File: src/rtl/tx_framer_pkg.sv
// Shared types and constants for the GMII transmit framer: FSM states,
// preamble/SFD bytes and the CRC-32 parameters.
package tx_framer_pkg;

  typedef enum logic [2:0] {
    ST_IDLE,
    ST_PRE,
    ST_SFD,
    ST_DATA,
    ST_PAD,
    ST_FCS,
    ST_IFG,
    ST_DRAIN
  } state_t;

  localparam logic [7:0] PREAMBLE_BYTE = 8'h55;
  localparam logic [7:0] SFD_BYTE      = 8'hD5;
  localparam int         PRE_BYTES     = 7;
  localparam int         FCS_BYTES     = 4;

  localparam logic [31:0] CRC_POLY = 32'h04C11DB7;
  localparam logic [31:0] CRC_INIT = 32'hFFFFFFFF;

  function automatic logic [31:0] reflect32(input logic [31:0] v);
    logic [31:0] r;
    r = '0;
    for (int i = 0; i < 32; i++) begin
      r[i] = v[31-i];
    end
    return r;
  endfunction

  // Ethernet shifts data LSB first, so the register works on the bit-reversed polynomial.
  localparam logic [31:0] CRC_POLY_REFL = reflect32(CRC_POLY);

endpackage

File: src/rtl/crc32_d8.sv
// Byte-wide next-state function of the reflected IEEE 802.3 CRC-32.
// Purely combinational; the caller owns the CRC register.
module crc32_d8
  import tx_framer_pkg::*;
(
  input  logic [31:0] crc_in,
  input  logic [7:0]  d,
  output logic [31:0] crc_out
);

  always_comb begin
    crc_out = crc_in;
    for (int i = 0; i < 8; i++) begin
      if (crc_out[0] ^ d[i]) begin
        crc_out = (crc_out >> 1) ^ CRC_POLY_REFL;
      end else begin
        crc_out = crc_out >> 1;
      end
    end
  end

endmodule

File: src/rtl/gmii_tx_framer.sv
// GMII transmit framer: drains a first-word-fall-through TX FIFO and sends each
// frame with preamble, SFD, zero padding, CRC-32 FCS and inter-frame gap.
module gmii_tx_framer
  import tx_framer_pkg::*;
#(
  parameter int IFG_CYCLES = 12,
  parameter int MIN_LEN    = 60,
  parameter int MAX_LEN    = 1514
) (
  input  logic        sys_clk,
  input  logic        sys_rst_n,
  input  logic [8:0]  tx_dout,
  input  logic        tx_empty,
  output logic        tx_rd_en,
  output logic [7:0]  gmii_txd,
  output logic        gmii_tx_en,
  output logic        gmii_tx_er,
  output logic        busy,
  output logic [15:0] frame_cnt,
  output logic [15:0] abort_cnt
);

  state_t      state, state_nxt;
  logic [10:0] len, len_nxt;
  logic [31:0] crc, crc_nxt;
  logic [15:0] cnt, cnt_nxt;
  logic [7:0]  txd_nxt;
  logic        en_nxt;
  logic        er_nxt;
  logic        frame_inc;
  logic        abort_inc;

  logic [7:0]  crc_d;
  logic [31:0] crc_upd;
  logic [31:0] fcs;

  // Pad bytes feed zeros into the CRC; only real frame bytes come from the FIFO.
  assign crc_d = (state == ST_DATA && tx_dout[8]) ? tx_dout[7:0] : 8'h00;
  assign fcs   = ~crc;
  assign busy  = (state != ST_IDLE);

  crc32_d8 u_crc32_d8 (
    .crc_in  (crc),
    .d       (crc_d),
    .crc_out (crc_upd)
  );

  always_comb begin
    // NOTE: every variable gets a default before the case so no path leaves it
    // unassigned; that is what keeps this block free of inferred latches.
    state_nxt = state;
    len_nxt   = len;
    crc_nxt   = crc;
    cnt_nxt   = cnt;
    txd_nxt   = 8'h00;
    en_nxt    = 1'b0;
    er_nxt    = 1'b0;
    tx_rd_en  = 1'b0;
    frame_inc = 1'b0;
    abort_inc = 1'b0;

    case (state)
      ST_IDLE: begin
        len_nxt = '0;
        crc_nxt = CRC_INIT;
        cnt_nxt = '0;
        if (!tx_empty) begin
          if (tx_dout[8]) begin
            txd_nxt   = PREAMBLE_BYTE;
            en_nxt    = 1'b1;
            state_nxt = ST_PRE;
          end else begin
            tx_rd_en = 1'b1;
          end
        end
      end

      ST_PRE: begin
        txd_nxt = PREAMBLE_BYTE;
        en_nxt  = 1'b1;
        if (cnt == 16'(PRE_BYTES - 2)) begin
          cnt_nxt   = '0;
          state_nxt = ST_SFD;
        end else begin
          cnt_nxt = cnt + 16'd1;
        end
      end

      ST_SFD: begin
        txd_nxt   = SFD_BYTE;
        en_nxt    = 1'b1;
        state_nxt = ST_DATA;
      end

      ST_DATA: begin
        en_nxt = 1'b1;
        // An oversize word stays in the FIFO; DRAIN discards it with the rest.
        if (tx_empty || (len == 11'(MAX_LEN) && tx_dout[8])) begin
          er_nxt    = 1'b1;
          abort_inc = 1'b1;
          state_nxt = ST_DRAIN;
        end else begin
          tx_rd_en = 1'b1;
          if (tx_dout[8]) begin
            txd_nxt = tx_dout[7:0];
            crc_nxt = crc_upd;
            len_nxt = len + 11'd1;
          end else if (len < 11'(MIN_LEN)) begin
            crc_nxt   = crc_upd;
            len_nxt   = len + 11'd1;
            state_nxt = ST_PAD;
          end else begin
            txd_nxt   = fcs[7:0];
            cnt_nxt   = 16'd1;
            state_nxt = ST_FCS;
          end
        end
      end

      ST_PAD: begin
        en_nxt = 1'b1;
        if (len < 11'(MIN_LEN)) begin
          crc_nxt = crc_upd;
          len_nxt = len + 11'd1;
        end else begin
          txd_nxt   = fcs[7:0];
          cnt_nxt   = 16'd1;
          state_nxt = ST_FCS;
        end
      end

      ST_FCS: begin
        en_nxt  = 1'b1;
        txd_nxt = fcs[{cnt[1:0], 3'b000} +: 8];
        if (cnt == 16'(FCS_BYTES - 1)) begin
          frame_inc = 1'b1;
          cnt_nxt   = '0;
          state_nxt = ST_IFG;
        end else begin
          cnt_nxt = cnt + 16'd1;
        end
      end

      ST_IFG: begin
        if (cnt == 16'(IFG_CYCLES - 1)) begin
          cnt_nxt   = '0;
          state_nxt = ST_IDLE;
        end else begin
          cnt_nxt = cnt + 16'd1;
        end
      end

      ST_DRAIN: begin
        if (!tx_empty) begin
          tx_rd_en = 1'b1;
          if (!tx_dout[8]) begin
            cnt_nxt   = '0;
            state_nxt = ST_IFG;
          end
        end
      end

      default: begin
        state_nxt = ST_IDLE;
      end
    endcase

    if (!sys_rst_n) begin
      tx_rd_en = 1'b0;
    end
  end

  always_ff @(posedge sys_clk) begin
    // NOTE: non-blocking assignments here so every register samples the
    // pre-edge values, independent of statement order.
    if (!sys_rst_n) begin
      state      <= ST_IDLE;
      len        <= '0;
      crc        <= CRC_INIT;
      cnt        <= '0;
      gmii_txd   <= 8'h00;
      gmii_tx_en <= 1'b0;
      gmii_tx_er <= 1'b0;
      frame_cnt  <= '0;
      abort_cnt  <= '0;
    end else begin
      state      <= state_nxt;
      len        <= len_nxt;
      crc        <= crc_nxt;
      cnt        <= cnt_nxt;
      gmii_txd   <= txd_nxt;
      gmii_tx_en <= en_nxt;
      gmii_tx_er <= er_nxt;
      frame_cnt  <= frame_cnt + 16'(frame_inc);
      abort_cnt  <= abort_cnt + 16'(abort_inc);
    end
  end

endmodule

File: config.mk
export PLATFORM = sky130hd
export DESIGN_NAME = gmii_tx_framer
export DESIGN_NICKNAME = d
export VERILOG_FILES = /design/src/rtl/tx_framer_pkg.sv /design/src/rtl/crc32_d8.sv /design/src/rtl/gmii_tx_framer.sv
export SDC_FILE = /design/constraint.sdc
export NUM_CORES = 1
export LEC_CHECK = 0
export ABC_AREA = 1
export BUFFER_PORTS_ARGS = -buffer_cell sky130_fd_sc_hd__buf_4
export CAP_MARGIN = 15
export CORE_MARGIN = 5
export CORE_UTILIZATION = 60
export DETAILED_ROUTE_END_ITERATION = 7
export PLACE_DENSITY_LB_ADDON = 0.12
export SKIP_CTS_REPAIR_TIMING = 1
export SYNTH_ARGS = -nofsm -noshare
export SYNTH_HDL_FRONTEND = slang
export SYNTH_SLANG_ARGS = --single-unit
File: constraint.sdc
create_clock -name sys_clk -period 5.3 [get_ports sys_clk]
set_clock_uncertainty 0.05 [all_clocks]
set_input_delay 0.265 -clock sys_clk [delete_from_list [all_inputs] [get_ports sys_clk]]
set_output_delay 0.265 -clock sys_clk [all_outputs]
set_load 0.005 [all_outputs]
Word-level counts from Yosys, hierarchy flattened
Cells that the tools add are included.
Widths: inputs -> output; s select.
- register bits: 104
- bits of input ports: 12
- output and inout bits: 44
- logic and storage cells: 122
- add/sub/neg operators: 4
- magnitude comparators: 1
- equal/unequal tests: 22
- shifts and indexed selects: 1
- muxes and demuxes: 57
- bitwise logic cells: 17
- reductions and logical operators: 11
- operator list (operator ; number):
    $mux 32 ; 11
    $mux 16 ; 8
    $not 13->14 ; 8
    $pmux 16 s7 ; 1
    $pmux 32 s3 ; 1
    $pmux 8 s6 ; 1
    $mux 11 ; 3
    $pmux 11 s3 ; 1
    $add 16x1->16 ; 2
    $mux 8 ; 4
    $not 32->32 ; 1
    $shiftx 32x6->8 ; 1
    $mux 3 ; 10
    $pmux 3 s8 ; 1
    $ne 2x2->1 const B ; 10
    $add 16x1->16 const B ; 1
    $eq 16x2->1 const B ; 1
    $eq 16x3->1 const B ; 1
    $eq 16x4->1 const B ; 1
    $mux 7 ; 2
    $eq 3x3->1 const B ; 4
    $mux 1 ; 12
    $add 11x1->11 const B ; 1
    $eq 11x11->1 const B ; 1
    16 further kinds ; 26

Depth between registers and ports, before layout
Gate-level depths: netlist of the first run.
- depth in word-level cells: 23
- mapped depth: 21
- gate-level depth less buffers: 21

Hierarchy
From an unflattened synthesis of the first run, not the netlist that was laid out.
- cells, all modules: 1068
- area total of the unflattened synthesis: 6977.9 um2
- modules (own cells, without submodules) (module ; times used ; cells an instance ; area each (um2) ; sequential area each (um2)):
    gmii_tx_framer ; 1 ; 839 ; 5650.4 ; 2082.0
    crc32_d8 ; 1 ; 229 ; 1327.5 ; 0.0

Worst setup path after synthesis of the first run
Ideal clock, no wire load.
- path kind: register -> register
- start: register cnt[1]
- end: register frame_cnt[14]
- setup time: 0.078 ns
- data arrival time: 2.510 ns
- data required time: 5.172 ns
- slack: 2.662 ns
- stages on the path, launching flop included: 18
- buffers on the path: 0
- clock period less this slack: 2.638 ns
- path through: dfxtp_1 -> ha_1 -> inv_1 -> nor3_1 -> nand3_1 -> nor4_1 -> ha_1 -> ha_1 -> nand2_1 -> nor2_1 -> nand3_1 -> nor2_1 -> nand3_1 -> nor2_1 -> nand2_1 -> nor2_1 -> a21oi_1 -> nor3_1
- longest elaborated chain between the ends: 4
- ends and longest elaborated chain (item ; line ; RTL):
    start: declaration ; gmii_tx_framer.sv:26 ; logic [15:0] cnt, cnt_nxt;
    start signal: assignment ; gmii_tx_framer.sv:190 ; cnt <= cnt_nxt;
    $eq 16x2->1 ; gmii_tx_framer.sv:135 ; if (cnt == 16'(FCS_BYTES - 1)) begin
    $mux 1 ; gmii_tx_framer.sv:135 ;
    $mux 1 ; gmii_tx_framer.sv:62 ; case (state)
    $add 16x1->16 ; gmii_tx_framer.sv:194 ; frame_cnt <= frame_cnt + 16'(frame_inc);
    end signal: assignment ; gmii_tx_framer.sv:194 ;
    end: declaration ; gmii_tx_framer.sv:19 ; output logic [15:0] frame_cnt,
No other way between the ends.
A chain may end at the register's enable or synchronous reset.

Worst setup path after layout of the first run
- start: register cnt[0]
- end: register frame_cnt[14]
Same word-level chain as after synthesis.

==> reports/results.txt, run 1 <==
The detailed-routing iteration count for the pre-antenna-repair pass was 8; the post-detailed-placement half-perimeter wirelength was 12500 um. In this run the mean area of a mapped cell was 6.61 um2. The tool flagged a number of max-cap violations equal to 0. After the first detailed-routing iteration, the DRC count stood at 680. Data arrives at the worst endpoint at 3840 ps.

From synthesis to final layout, the design area changed by 9.89%. The total number of nets in the final design was 1048; the transition time at the pin with the least slew margin was 870 ps. For the clock share of power, the log shows 0.143. The core box area came out at 10800 um2. From bottom edge to top edge, the die measures 115 um. The worst setup path is launched from a flop. During placement, the flow inserted port buffers numbering 55.

TritonCTS built the clock tree. Synthesis inferred 104 register bits. Setup repair after global routing left no endpoint under its margin. The final setup slack of the worst path is 1720 ps, and the first-pass GRT wire length is 28400 um.

Cell internal power was estimated by the tool at 1.84 mW. The largest driver fanout on the critical path was 21; the number of nets produced by synthesis was 1013. The number of buffers created by CTS is 9, and the last weighted congestion value of the routability-driven placer is 0.973.

The via density per instance is 5.60. The clock drives 104 sinks. The clock period could shrink to 3580 ps. The logs give 991 for the instance count of the mapped netlist and 0 for the antenna violation net count after detailed routing.

For the largest net degree at the start of global routing, the log shows 49. The switching power as a share of total power works out to 0.496. Wires add up to 17200 um. The final route contains 6554 vias. For the number of levels in the clock H-tree, the log shows 3. The required time of the critical path is 5560 ps, and the total congestion overflow after global routing is 0. The fraction of registers with async set or reset after synthesis is 0, and the clock insertion delay at the later pin of the skew report is 390 ps. The worst relative slew slack was 0.420; the share of the yosys chip area belonging to registers was 0.318. The horizontal extent of the die is 115 um, and the count of final hold-check violations is 0.

The path class of the tightest hold or removal check is in2reg. For the sequential fraction of design power, the log shows 0.300. The run gives 1.81 mW as the switching power total. In the synthesized netlist the dominant register cell turns out to be sky130_fd_sc_hd__dfxtp_1. The logs give 0.607 for the effective utilization at floorplan and 372 uV for the worst supply voltage drop on vdd. Summed over all cells, the static leakage comes to 3.34 nW.

The tools report the critical path endpoint category as a flop. The full die area came out at 13100 um2. The final reports fail on DRC. Counting flops with a built-in enable in the synthesized netlist gives 0. In the final routed layout, each cell accounts on average for 14.7 um. The portion of the clock cycle consumed by the worst path in the final layout is 0.676. The tools report the critical register-to-register path startpoint as cnt[0]$_SDFFE_PN0P_. The share of final-layout standard cells stronger than drive strength 1 was 0.122.

Synthesis instantiated 49 different standard cells from the library. For this run, the number of Yosys warnings is 0. For this design the ratio of total power to cell area is 507 nW/um2. Critical path class: reg2reg.

The run finished, with violations left. 56 I/O pins were placed. After routing, the total negative slack on setup checks comes to 0 ps. The worst hold path begins at tx_dout[7]. The number of global-route vias before repair came out at 5825. The worst setup slack before clock tree synthesis was 1830 ps. The logs give 0.268 for the overall track demand over capacity in global routing and 279 MHz for the maximum frequency from static timing analysis. The max-slew violation count is 0, and the summed instance area of the synthesized netlist is 6550 um2. The post-CTS clock slew at the launch and capture registers of the worst setup and hold paths came out at 100 ps.

0 antenna diodes ended up in the layout. The tools report the part of the power in combinational logic as 0.557. The worst register-to-register path has a setup slack of 1720 ps. For the deepest clock path buffer count, the log shows 2. Setup violations remaining at the end of the flow were counted as 0. The run gives 4 as the residual DRC count. The root buffer cell chosen for the clock tree is sky130_fd_sc_hd__clkbuf_8. The tools report the critical path launch point as cnt[0]$_SDFFE_PN0P_.

For the initial antenna violation count, the log shows 0. The floorplan has 38 rows.
per-layer routing:
metal	part of all wire	wire, um	vias to the layer above	global-route usage
met5	0	0	-	0
met4	0.014	247	0	0.0657
met3	0.073	1250	27	0.0587
met2	0.47	8030	251	0.435
met1	0.45	7670	2945	0.362
li1	-	-	3331	-
Yosys cell counts, types with 3 or more instances:
master / instances / area (um2)
sky130_fd_sc_hd__nand2_4: 9 / 101
sky130_fd_sc_hd__buf_2: 12 / 60.1
sky130_fd_sc_hd__nand4_1: 14 / 87.6
sky130_fd_sc_hd__o21bai_1: 5 / 37.5
sky130_fd_sc_hd__inv_1: 131 / 492
sky130_fd_sc_hd__buf_1: 4 / 15.0
sky130_fd_sc_hd__o21ai_1: 5 / 25.0
sky130_fd_sc_hd__ha_1: 10 / 125
sky130_fd_sc_hd__o21ai_0: 92 / 460
sky130_fd_sc_hd__clkbuf_1: 14 / 52.6
sky130_fd_sc_hd__a211oi_1: 4 / 30.0
sky130_fd_sc_hd__a21oi_1: 65 / 325
sky130_fd_sc_hd__nand2_1: 195 / 732
sky130_fd_sc_hd__nand2_2: 17 / 106
sky130_fd_sc_hd__nor4_1: 8 / 50.1
sky130_fd_sc_hd__nor3_1: 24 / 120
sky130_fd_sc_hd__xor2_1: 26 / 228
sky130_fd_sc_hd__clkinv_1: 3 / 11.3
sky130_fd_sc_hd__and3_1: 3 / 18.8
sky130_fd_sc_hd__nor3b_1: 3 / 22.5
sky130_fd_sc_hd__o221ai_1: 3 / 26.3
sky130_fd_sc_hd__a41oi_1: 5 / 43.8
sky130_fd_sc_hd__a31oi_1: 7 / 43.8
sky130_fd_sc_hd__xnor2_1: 5 / 43.8
sky130_fd_sc_hd__inv_2: 9 / 33.8
sky130_fd_sc_hd__o21a_1: 6 / 45.0
sky130_fd_sc_hd__nor2_1: 86 / 323
sky130_fd_sc_hd__dfxtp_1: 104 / 2080
sky130_fd_sc_hd__o211ai_1: 19 / 143
sky130_fd_sc_hd__nand3_1: 75 / 375
sky130_fd_sc_hd__nor3_2: 3 / 30.0
critical path, stage by stage (launching register included):
cell	delay (ps)
sky130_fd_sc_hd__dfxtp_1	750
sky130_fd_sc_hd__ha_1	270
sky130_fd_sc_hd__inv_1	80
sky130_fd_sc_hd__nor3_1	250
sky130_fd_sc_hd__nand3_1	150
sky130_fd_sc_hd__nor4_1	220
sky130_fd_sc_hd__ha_1	220
sky130_fd_sc_hd__ha_1	170
sky130_fd_sc_hd__nand2_1	80
sky130_fd_sc_hd__nor2_1	170
sky130_fd_sc_hd__nand3_1	130
sky130_fd_sc_hd__nor2_1	200
sky130_fd_sc_hd__nand3_1	140
sky130_fd_sc_hd__nor2_1	160
sky130_fd_sc_hd__nand2_1	80
sky130_fd_sc_hd__nor2_1	140
sky130_fd_sc_hd__a21oi_1	90
sky130_fd_sc_hd__nor3_1	170
cell type report:
cell class / count / area, um2
Fill cell: 979 / 3590
Sequential cell: 104 / 2080
Timing Repair Buffer: 58 / 435
Clock inverter: 5 / 65.1
Clock buffer: 10 / 138
Tap cell: 140 / 175
Multi-Input combinational cell: 710 / 3770
Inverter: 143 / 537
power by group through the flow:
stage,Clock [mW],Sequential [mW],Combinational [mW]
final,0.522,1.09,2.03
after detailed placement,0,1.10,1.98
after floorplan,0,1.04,1.58
after CTS,0.531,1.09,1.99
after global placement,0,1.11,1.97
after global routing,0.569,1.11,2.29
metrics by stage:
| step | hold WS, ps | cell area [um2] | total power [mW] | util | std cells |
|---|---|---|---|---|---|
| floorplan | 391 | 6550 | 2.62 | - | 991 |
| global placement | 408 | 7000 | 3.07 | 0.648 | 1155 |
| detailed placement | 420 | 7000 | 3.09 | 0.648 | 1155 |
| CTS | 188 | 7200 | 3.61 | 0.667 | 1170 |
| global route | 195 | 7200 | 3.97 | 0.667 | 1170 |
| finish | 199 | 7200 | 3.65 | 0.667 | 1170 |
path summary, 6_finish.rpt:
path,endpoint,cells after the start
min reg2reg,cnt[7]$_SDFFE_PN0P_,2
min,gmii_txd[7]$_SDFF_PN0_,3
max,frame_cnt[14]$_SDFF_PN0_,17
max reg2reg,frame_cnt[14]$_SDFF_PN0_,17
flip-flops by register name, summed over array words and instances, names as in the netlist, named ones only:
| name | cells |
|---|---|
| crc | 32 |
| frame_cnt | 16 |
| state | 2 |
| gmii_tx_er | 1 |
| len | 11 |
| gmii_txd | 8 |
| gmii_tx_en | 1 |
| cnt | 16 |
| abort_cnt | 16 |
cells by family after synthesis:
| kind of cell | Yosys count | synth area share |
|---|---|---|
| adders and majority gates | 10 | 0.0191 |
| and+or+nand+nor | 448 | 0.316 |
| buffers and inverters | 177 | 0.107 |
| AOI/OAI and AO/OA | 217 | 0.189 |
| DFF | 104 | 0.318 |
| xor gates and xnor gates | 35 | 0.0514 |
placed cells by master (no fill, tap or decap), types with 4 or more instances in the layout:
cell | netlist | final
sky130_fd_sc_hd__o21ai_1 | 5 | 5
sky130_fd_sc_hd__nand2_2 | 17 | 17
sky130_fd_sc_hd__nand2_1 | 195 | 195
sky130_fd_sc_hd__a31oi_1 | 7 | 7
sky130_fd_sc_hd__nand3_1 | 75 | 75
sky130_fd_sc_hd__a21oi_1 | 65 | 65
sky130_fd_sc_hd__nor3_1 | 24 | 24
sky130_fd_sc_hd__nand4_1 | 14 | 14
sky130_fd_sc_hd__nand2_4 | 9 | 9
sky130_fd_sc_hd__o211ai_1 | 19 | 19
sky130_fd_sc_hd__o21a_1 | 6 | 6
sky130_fd_sc_hd__ha_1 | 10 | 10
sky130_fd_sc_hd__a41oi_1 | 5 | 5
sky130_fd_sc_hd__xnor2_1 | 5 | 5
sky130_fd_sc_hd__inv_1 | 131 | 131
sky130_fd_sc_hd__xor2_1 | 26 | 26
sky130_fd_sc_hd__inv_2 | 9 | 9
sky130_fd_sc_hd__nor2_1 | 86 | 86
sky130_fd_sc_hd__o21ai_0 | 92 | 92
sky130_fd_sc_hd__dfxtp_1 | 104 | 104
sky130_fd_sc_hd__o21bai_1 | 5 | 5
sky130_fd_sc_hd__clkbuf_8 | 0 | 10
sky130_fd_sc_hd__a211oi_1 | 4 | 4
sky130_fd_sc_hd__nor4_1 | 8 | 8
sky130_fd_sc_hd__buf_4 | 2 | 58
No activity file was read; power rests on OpenSTA's default activity.
==> run 2, diff against run 1 <==
clock period = 3.7 ns   (was 5.3 ns; I/O delays follow)
==> run 2 against run 1 <==
Critical path depth up 3. Die area stayed put. Utilization grew 0.34 points. Routed wire length up 0.64%. Maximum frequency grew 17%. First-iteration DRC count is 6.2% higher. Hold slack got worse by 110 ps. Sequential share of layout area decreased by 0.14 points. The run now ends clean. Critical endpoint is now abort_cnt[14]$_SDFF_PN0_. Total power up 42%.
==> reports/results.txt, run 2 (synthesis results as in run 1) <==
The number of levels in the clock H-tree was 3 (unchanged); the post-detailed-placement half-perimeter wirelength was 12600 um (+1.4%). The last weighted congestion value of the routability-driven placer is 0.926 (-4.8%). The run gives 5 (-3) as the detailed-routing iteration count for the pre-antenna-repair pass. The tools report the core box area as 10800 um2 (unchanged).

The initial antenna violation count was 0 (unchanged); the overall track demand over capacity in global routing was 0.270 (+0.00174). The area growth from synthesis to layout is 10.4%. The class of the most critical hold timing path is in2reg. The antenna violation net count after detailed routing is 0 (unchanged). Required time of the critical path: 3960 ps (-1600 ps). Number of design-rule violations left by the first detailed-router iteration: 722 (+6.2%). The run gives 17300 um (+0.64%) as the sum of routed wire length over all layers. Effective utilization at floorplan: 0.607 (unchanged).

The flow ran to the end, and the final reports show no timing, DRC or antenna violations. The final cell area excluding filler cells was 7240 um2 (+0.50%); the met2 track utilization from global routing was 0.423 (-0.0120). The count of final hold-check violations came out at 0 (unchanged). The logs give 0 (unchanged) for the number of setup violations in the final report and 104 (unchanged) for the CTS sink count. The top-level I/O count was 56 (unchanged); the largest net degree at the start of global routing was 48 (-2.0%). The via density per instance works out to 5.61 (about the same).

The tools report the number of cells in the design after placement as 1163 (+0.69%). STA classifies the critical path startpoint as a flop. Portion of the clock cycle consumed by the worst path in the final layout: 0.830 (+0.154).

The tools report the residual DRC count as 0 (-4). Transition time at the pin with the least slew margin: 781 ps (-89.1 ps). The worst setup path is captured at a flop.

The run gives 0.368 (+0.00578) as the global-route track usage on met1. The number of flip-flops in the largest register works out to 32 (unchanged). The run gives 503 uV (+35%) as the worst supply voltage drop on vdd. The total number of nets in the final design was 1056 (+0.76%); the final sum of negative setup slack was 0 ps (unchanged). The tools report the full die area as 13100 um2 (unchanged). For the max-slew violation count, the log shows 0 (unchanged).

The library cell used most frequently in the layout, excluding fill and tap cells, is sky130_fd_sc_hd__nand2_1. The leakage power was 3.38 nW (+1.2%). The tools report the count of fill cells added during filler insertion as 1003 (+2.5%).

The run gives 0 (unchanged) as the number of antenna repair diodes. The average detailed-routed wire length per instance is 14.7 um (-0.13%). The tools report the number of placement rows as 38 (unchanged). Share of final-layout standard cells stronger than drive strength 1: 0.130 (+0.00760). The total congestion overflow after global routing was 0 (unchanged); the first-pass GRT wire length was 28700 um (+0.83%). The routing usage on met3 was 0.0476 (-0.0111). The largest driver fanout on the critical path was 4 (-81%). The power per cell area is 715 nW/um2 (+41%).

The cell at the root of the clock tree was sky130_fd_sc_hd__clkbuf_8. The maximum frequency from static timing analysis came out at 325 MHz (+17%). The height of the die was 115 um (unchanged); the share of the core filled with cells in the final layout was 0.671 (+0.00336). The number of buffers created by CTS came out at 9 (unchanged). The critical path is of the reg2reg type.

The register cell area after layout is 2080 um2 (unchanged), and the deepest clock path buffer count is 2 (unchanged). The tools report the placed instance area as 7060 um2 (+0.86%). The library cells used most frequently in the layout, excluding fill and tap cells, are sky130_fd_sc_hd__nand2_1, sky130_fd_sc_hd__inv_1, sky130_fd_sc_hd__dfxtp_1. The count of non-filler cells in the finished layout is 1179 (+0.77%), and the horizontal extent of the die is 115 um (unchanged). The max-capacitance violation count is 0 (unchanged). The peak-usage layer in the global routing report is met2. For the data arrival at the endpoint of the critical path, the log shows 3330 ps (-510 ps). The post-CTS clock slew at the launch and capture registers of the worst setup and hold paths was 110 ps (about the same). The tools report the total power after layout as 5.17 mW (+42%).

Setup repair after global routing left no endpoint under its margin. TritonCTS built the clock tree. The area of combinational cells with multiple inputs was 3770 um2 (unchanged); the clock insertion delay at the later pin of the skew report was 400 ps (about the same). The register name with the most flops is crc. The clock period minus final worst setup slack is 3070 ps (-512 ps), and the number of input and output port buffers inserted is 55 (unchanged).

The logs give 5965 (+2.4%) for the number of global-route vias before repair and 6611 (+0.87%) for the detailed-route via count. Worst relative slew slack: 0.479 (+0.0594).
==> run 2: power by group <==
part           internal [mW]  switching (mW)  leakage [nW]
clock network          0.254           0.425        0.0972
registers               1.34           0.196         0.846
logic                  0.988            1.97          2.44
total                   2.58            2.59          3.38
==> run 2: metrics by stage <==
| step | hold slack (ps) | setup WS, ps |
|---|---|---|
| 4_1_cts | 71.4 | 653 |
| 3_5_place_dp | 412 | 688 |
| 5_1_grt | 78.6 | 238 |
| 6_report | 87.7 | 628 |
| 2_1_floorplan | 342 | 1060 |
| 3_3_place_gp | 410 | 747 |
==> run 2: layer usage <==
layer	vias up	wire, um
met4	0	509
met3	48	1210
met5	-	0
met1	2953	7680
li1	3348	-
met2	262	7900
==> run 2: final timing paths <==
kind,cells past startpoint,slack (ps),startpoint,endpoint
setup / recovery,20,630,len[0]$_SDFFE_PN0P_,abort_cnt[14]$_SDFF_PN0_
hold / removal,3,90,tx_dout[3],gmii_txd[3]$_SDFF_PN0_
setup reg to reg,20,630,len[0]$_SDFFE_PN0P_,abort_cnt[14]$_SDFF_PN0_
hold reg to reg,2,430,abort_cnt[15]$_SDFF_PN0_,abort_cnt[15]$_SDFF_PN0_
==> run 2: final cells by class <==
class / count / share of cell area
flip-flops and latches: 104 / 0.288
clock buffers: 9 / 0.0171
well taps: 140 / 0.0242
multi-input cells: 710 / 0.521
clock inverters: 7 / 0.00761
repair buffers: 66 / 0.0685
inverters: 143 / 0.0742
==> run 2: worst max-delay path, stage by stage, from the launching register on <==
cell and delay, ps:
sky130_fd_sc_hd__dfxtp_1 340, sky130_fd_sc_hd__inv_1 100, sky130_fd_sc_hd__ha_1 160, sky130_fd_sc_hd__nand2_1 60, sky130_fd_sc_hd__nor3_1 150, sky130_fd_sc_hd__nand3_1 120, sky130_fd_sc_hd__nand2_1 120, sky130_fd_sc_hd__nand2_1 130
sky130_fd_sc_hd__inv_1 90, sky130_fd_sc_hd__ha_1 160, sky130_fd_sc_hd__ha_1 160, sky130_fd_sc_hd__nand2_1 70, sky130_fd_sc_hd__nor2_1 150, sky130_fd_sc_hd__nand2_1 80, sky130_fd_sc_hd__nor2_1 120, sky130_fd_sc_hd__nand2_1 100
sky130_fd_sc_hd__nor3_1 250, sky130_fd_sc_hd__nand3_1 180, sky130_fd_sc_hd__nor3_1 180, sky130_fd_sc_hd__nor2_1 60, sky130_fd_sc_hd__nor3_1 150
